<file path="src/rtl/store_merge_pkg.sv">
// -----------------------------------------------------------------------------
// store_merge_pkg
// Shared definitions for the store path and the load-side extension logic:
//   - store size encodings (SZ_BYTE, SZ_HALF, SZ_WORD; 2'b11 behaves as word)
//   - FSM state type for the read-modify-write sequencer
//   - helper functions for alignment and read requirements
// -----------------------------------------------------------------------------
package store_merge_pkg;

  localparam logic [1:0] SZ_BYTE = 2'b00;
  localparam logic [1:0] SZ_HALF = 2'b01;
  localparam logic [1:0] SZ_WORD = 2'b10;

  typedef enum logic [1:0] {
    ST_IDLE,
    ST_READ,
    ST_CAPTURE,
    ST_WRITE
  } state_t;

  // Half needs an even address, word (and the 2'b11 alias) a word-aligned one.
  function automatic logic is_misaligned(input logic [1:0] size,
                                         input logic [1:0] addr_lo);
    logic bad;
    case (size)
      SZ_BYTE: bad = 1'b0;
      SZ_HALF: bad = addr_lo[0];
      default: bad = (addr_lo != 2'b00);
    endcase
    return bad;
  endfunction

  // Sub-word stores must read the old word first to preserve the other lanes.
  function automatic logic needs_read(input logic [1:0] size);
    return (size == SZ_BYTE) || (size == SZ_HALF);
  endfunction

endpackage

</file>
<file path="src/rtl/store_lane_merge.sv">
// -----------------------------------------------------------------------------
// store_lane_merge
// Combinational little-endian lane merge. Replaces the addressed byte or half
// of old_word with the low byte/half of data; a word store replaces all lanes.
// Ports:
//   old_word    in  32  word captured from memory
//   data        in  32  right-justified store data
//   size        in  2   store size encoding
//   addr_lo     in  2   byte address bits [1:0]
//   merged_word out 32  word to be written back
// -----------------------------------------------------------------------------
module store_lane_merge
  import store_merge_pkg::*;
(
  input  logic [31:0] old_word,
  input  logic [31:0] data,
  input  logic [1:0]  size,
  input  logic [1:0]  addr_lo,
  output logic [31:0] merged_word
);

  // Half stores use only addr_lo[1]; addr_lo[0] is ignored for lane choice.
  always_comb begin
    merged_word = old_word;
    case (size)
      SZ_BYTE: merged_word[{addr_lo, 3'b000} +: 8]        = data[7:0];
      SZ_HALF: merged_word[{addr_lo[1], 4'b0000} +: 16]   = data[15:0];
      default: merged_word                                = data;
    endcase
  end

endmodule

</file>
<file path="src/rtl/store_merge.sv">
// -----------------------------------------------------------------------------
// store_merge
// Store unit performing read-modify-write for byte/half stores and a direct
// write for word stores against a word-addressed synchronous memory.
//   word:       IDLE -> WRITE                      (done 1 cycle after accept)
//   byte/half:  IDLE -> READ -> CAPTURE -> WRITE   (done 3 cycles after accept)
// Ports:
//   clk, rst                      clock, async active-high reset
//   req_valid/req_ready           request handshake (ready only in IDLE)
//   req_addr/req_data/req_size    store byte address, data, size
//   mem_addr/mem_re/mem_rdata     memory word address, read strobe, read data
//   mem_we/mem_wdata              memory write strobe and merged write word
//   done                          one-cycle completion pulse
//   misalign                      pulses with done for a rejected store
// Configuration:
//   STORE_MERGE_ALIGN_CHECK_EN    when defined, misaligned half/word stores
//                                 skip memory access and report misalign;
//                                 otherwise misalign is tied low.
// -----------------------------------------------------------------------------
module store_merge
  import store_merge_pkg::*;
#(
  parameter int ADDR_W = 10
) (
  input  logic              clk,
  input  logic              rst,
  input  logic              req_valid,
  output logic              req_ready,
  input  logic [31:0]       req_addr,
  input  logic [31:0]       req_data,
  input  logic [1:0]        req_size,
  output logic [ADDR_W-1:0] mem_addr,
  output logic              mem_re,
  input  logic [31:0]       mem_rdata,
  output logic              mem_we,
  output logic [31:0]       mem_wdata,
  output logic              done,
  output logic              misalign
);

  state_t            state_q, state_d;
  logic [ADDR_W-1:0] word_addr_q;
  logic [1:0]        lane_q;
  logic [31:0]       data_q;
  logic [1:0]        size_q;
  logic [31:0]       old_q;
  logic              misalign_q;
  logic              accept;
  logic              bad_align;

  assign accept = req_valid && (state_q == ST_IDLE);

`ifdef STORE_MERGE_ALIGN_CHECK_EN
  assign bad_align = is_misaligned(req_size, req_addr[1:0]);
`else
  assign bad_align = 1'b0;
`endif

  always_ff @(posedge clk or posedge rst) begin
    if (rst) state_q <= ST_IDLE;
    else     state_q <= state_d;
  end

  // Request fields are captured only on acceptance so the memory address and
  // merge inputs stay stable for the whole operation.
  always_ff @(posedge clk or posedge rst) begin
    if (rst) begin
      word_addr_q <= '0;
      lane_q      <= '0;
      data_q      <= '0;
      size_q      <= '0;
      misalign_q  <= 1'b0;
    end else if (accept) begin
      word_addr_q <= req_addr[ADDR_W+1:2];
      lane_q      <= req_addr[1:0];
      data_q      <= req_data;
      size_q      <= req_size;
      misalign_q  <= bad_align;
    end
  end

  // Read data arrives the cycle after mem_re, i.e. while in CAPTURE.
  always_ff @(posedge clk or posedge rst) begin
    if (rst)                        old_q <= '0;
    else if (state_q == ST_CAPTURE) old_q <= mem_rdata;
  end

  always_comb begin
    state_d   = state_q;
    req_ready = 1'b0;
    mem_re    = 1'b0;
    mem_we    = 1'b0;
    done      = 1'b0;
    case (state_q)
      ST_IDLE: begin
        req_ready = 1'b1;
        if (req_valid) begin
          if (bad_align || !needs_read(req_size)) state_d = ST_WRITE;
          else                                    state_d = ST_READ;
        end
      end
      ST_READ: begin
        mem_re  = 1'b1;
        state_d = ST_CAPTURE;
      end
      ST_CAPTURE: begin
        state_d = ST_WRITE;
      end
      ST_WRITE: begin
        mem_we  = !misalign_q;
        done    = 1'b1;
        state_d = ST_IDLE;
      end
      default: state_d = ST_IDLE;
    endcase
  end

`ifdef STORE_MERGE_ALIGN_CHECK_EN
  assign misalign = (state_q == ST_WRITE) && misalign_q;
`else
  assign misalign = 1'b0;
`endif

  assign mem_addr = word_addr_q;

  store_lane_merge u_lane_merge (
    .old_word    (old_q),
    .data        (data_q),
    .size        (size_q),
    .addr_lo     (lane_q),
    .merged_word (mem_wdata)
  );

endmodule

</file>
<file path="config.mk">
export PLATFORM = sky130hd
export DESIGN_NAME = store_merge
export DESIGN_NICKNAME = d
export VERILOG_FILES = /design/src/rtl/store_merge_pkg.sv /design/src/rtl/store_lane_merge.sv /design/src/rtl/store_merge.sv
export SDC_FILE = /design/constraint.sdc
export NUM_CORES = 1
export LEC_CHECK = 0
export ABC_AREA = 1
export BUFFER_PORTS_ARGS = -buffer_cell sky130_fd_sc_hd__buf_2
export CORE_ASPECT_RATIO = 1.25
export CORE_MARGIN = 2
export CORE_UTILIZATION = 40
export DETAILED_ROUTE_END_ITERATION = 8
export GPL_TIMING_DRIVEN = 0
export PLACE_DENSITY = 0.64
export SLEW_MARGIN = 20
export SYNTH_ARGS = -nofsm -noshare
export SYNTH_HDL_FRONTEND = slang
export SYNTH_SLANG_ARGS = --single-unit
</file>
<file path="constraint.sdc">
create_clock -name clk -period 2.4 [get_ports clk]
set_input_delay 0 -clock clk [delete_from_list [all_inputs] [get_ports clk]]
set_output_delay 0 -clock clk [all_outputs]
set_load 0.01 [all_outputs]
</file>
==> results.txt <==
run status: finished clean
number of I/O port buffers: 126
final setup skew: 0.00473 ns
total I/O pin count: 148
largest fanout on the critical path: 11
startpoint of the lowest-slack register-to-register path: state_q[0]
share of Yosys cell area claimed by the top area cell type: 0.449
final routed DRC violation total: 0
met3 usage in global routing: 0.0413
Pwr per Cell Area: 1310 nW/um^2
type of element launching the critical path: flip-flop
post-route clock period utilization: 0.919
Worst Path Buf+Inv: 5
Die Height: 122 microns
setup slack of the worst register-to-register path: 0.75 ns
drt initial violations: 265
required time of the worst setup path: 2.40 ns
met1 capacity usage during global routing: 0.290
post-synthesis cell type with the largest combined area: dfrtp_1
Critical Path, Cell by Cell: buf_2 > inv_6 > ha_1 > buf_2 > inv_2 > nor2_1 > nand3_1 > nand2_2 > nand2_1 > nand2_1 > buf_2
relative area change from synthesis to final layout: 43.9%
Slowest cell on crit path: dfrtp_1
RePlAce Congestion: 0.868
detailed-route wire length: 13.8 mm
standard-cell rows: 43
syn_nets: 733
number of max-cap violations: 0
vias per std cell: 4.70
Fmax achieved: 453 MHz
global routing's busiest layer: met2
Clock Tree Buf Depth: 2
global-route met2 utilization: 0.410
antenna cells: 0
data arrival time of the critical path: 2.21 ns
design area: 6410 sq um
Core Footprint: 11000 sq um
post-detailed-route count of antenna-violating nets: 0
per-instance average area after synthesis: 7.15 sq um
global-route wire length before repair: 22.1 mm
crit path setup slack, layout: 0.195 ns
VDD IR-drop max: 0.594 mV
element type at the critical path end: primary output
maximum level of the CTS H-tree: 3
count of final max-slew check failures: 0
CP dominant cell by count: buf_2
register clock-pin slew on the reported worst setup and hold paths: 0.06 ns
buffer type at the clock tree root: clkbuf_16
proportion of layout cells with a drive suffix above 1: 0.236
reported leakage power: 0.00353 uW
cell class contributing the biggest share of worst-path delay: buffers and inverters
synth top area cells: dfrtp_1 45%, nand2_1 27%, mux2_2 5.3%
cell area after synthesis: 4460 sq um
CTS sink cnt: 80
Placed Instance Area: 5290 sq um
vias in the first global route: 4528
CTS tree: yes
total overflow reported by the global router: 0
post-synthesis cell count: 623
count of nets after finishing: 953
Post-Place Setup Slack: 0.304 ns
horizontal die dimension: 98.4 microns
number of antenna violations at the first check in global routing: 0
Seq/Total Area, Yosys: 0.449
aggregate global-route resource usage: 0.234
number of distinct library cell variants in the gate-level netlist after synthesis: 25
unrepaired setup endpoints after global routing: false
stage delay of the slowest cell on the critical path: 0.39 ns
min-delay worst type: in -> async
clock buffer count from CTS: 9
worst r2r path cells: 7
worst hold slack after final layout: 0.245 ns
iteration count of the initial detailed-routing pass: 5
type of the worst setup path: reg -> out
initial standard-cell utilization of the core: 0.406
R2R Path End: data_q[19]
number of warnings reported in the yosys synthesis log: 0
number of vias in the routed layout: 4616
end-of-flow core utilization: 0.584
final number of setup-violating endpoints: 0
drt wl/cell: 14.1 microns
worst skew pair latency: 0.34 ns
largest net degree at the start of global routing: 47
Die Area: 12000 sq um
post-detail-place hpwl: 9.72 mm
time the worst path needs with I/O delays and setup: 2.21 ns
flip-flop and latch count after synthesis: 80
total count of hold-check failures in the final report: 0
-- flip-flops by register name, summed over array words and instances (netlist names) --
| register | flops |
|---|---|
| data_q | 32 |
| state_q | 2 |
| size_q | 2 |
| old_q | 32 |
| mem_addr | 10 |
| lane_q | 2 |
-- cell type report --
| class | instances | area [sq um] |
|---|---|---|
| Clock inverter | 3 | 42.5 |
| Fill cell | 1022 | 4560 |
| Clock buffer | 12 | 246 |
| Sequential cell | 80 | 2000 |
| Timing Repair Buffer | 209 | 1470 |
| Buffer | 24 | 135 |
| Inverter | 48 | 191 |
| Multi-Input combinational cell | 471 | 2150 |
| Tap cell | 135 | 169 |
-- repair_timing --
| item | CTS | global route |
|---|---|---|
| gates resized for setup | 2 | 6 |
| hold buffers | 80 | 0 |
| setup endpoints to repair | 9 | 32 |
| setup buffers | 0 | 2 |
| hold endpoints to repair | 114 | 0 |
-- how the worst max path moves through the flow --
stage | startpoint | cells past startpoint | to | slack, ns
4_1_cts | lane_q[0] | 10 | mem_wdata[25] | 0.05
3_5_place_dp | lane_q[0] | 10 | mem_wdata[25] | 0.30
3_3_place_gp | rst | 2 | old_q[11] | -0.73
5_1_grt | lane_q[1] | 10 | mem_wdata[23] | 0.04
2_1_floorplan | rst | 1 | data_q[0] | 0.35
6_report | lane_q[1] | 11 | mem_wdata[1] | 0.19
-- stage by stage --
step	setup TNS, ns	instances	total power [uW]
final	0	982	8400
after global routing	0	982	9070
after CTS	0	980	8340
after detailed placement	0	885	6840
after global placement	-57.48	884	6740
after floorplan	0	623	5310
-- metal layers --
| layer | vias to the layer above | part of all wire |
|---|---|---|
| li1 | 2334 | - |
| met1 | 2095 | 0.42 |
| met2 | 159 | 0.50 |
| met3 | 28 | 0.049 |
| met4 | 0 | 0.029 |
| met5 | - | 0 |
-- Yosys cell counts --
cell / count
nand2_1: 323
dfrtp_1: 80
nor2_1: 52
inv_1: 41
o21ai_0: 29
nand3_1: 25
mux2_2: 21
buf_2: 14
ha_1: 9
clkbuf_1: 5
inv_2: 5
nand2_2: 3
buf_4: 2
clkinv_1: 2
nor2_4: 2
a21boi_0: 1
a21oi_1: 1
buf_6: 1
buf_8: 1
clkbuf_2: 1
conb_1: 1
nand2_4: 1
nor2_2: 1
nor2_8: 1
o21ai_4: 1
-- cells by family after synthesis --
group | after synthesis | share of synthesized area
AO/OA/AOI/OAI | 32 | 0.0390
adder cells (fa/ha/maj) | 9 | 0.0253
buffers and inverters | 72 | 0.0708
flip-flops | 80 | 0.449
multiplexers | 21 | 0.0531
other | 1 | 0.000842
AND/OR/NAND/NOR | 408 | 0.362
-- report_power, final --
part	leakage [uW]	internal (uW)	switching (uW)	total, uW
sequential	0.000977	2020	547	2570
combinational	0.00242	1730	2730	4470
clock	0.000139	827	534	1360
total	0.00353	4580	3820	8400
-- worst register-to-register path: stages, from the launching register on --
cell      delay, ns
dfrtp_1        0.41
inv_1          0.12
ha_1           0.22
nand2_1        0.13
inv_2          0.18
clkbuf_1       0.36
nand2_1        0.12
nand2_1        0.08
-- cell usage in the layout, fill, tap and decap left out, types with 2 or more instances in the layout --
cell type | netlist | final
dfrtp_1 | 80 | 80
nand2_1 | 323 | 323
nand2_2 | 3 | 3
clkbuf_16 | 0 | 9
buf_2 | 14 | 141
nor2_1 | 52 | 51
ha_1 | 9 | 8
clkinvlp_4 | 0 | 2
inv_1 | 41 | 40
nand3_1 | 25 | 25
nor2_4 | 2 | 4
buf_4 | 2 | 4
mux2_2 | 21 | 21
o21ai_0 | 29 | 29
dlygate4sd3_1 | 0 | 80
inv_2 | 5 | 4
clkbuf_1 | 5 | 7
Note: power is estimated with default switching activity, not from simulation.
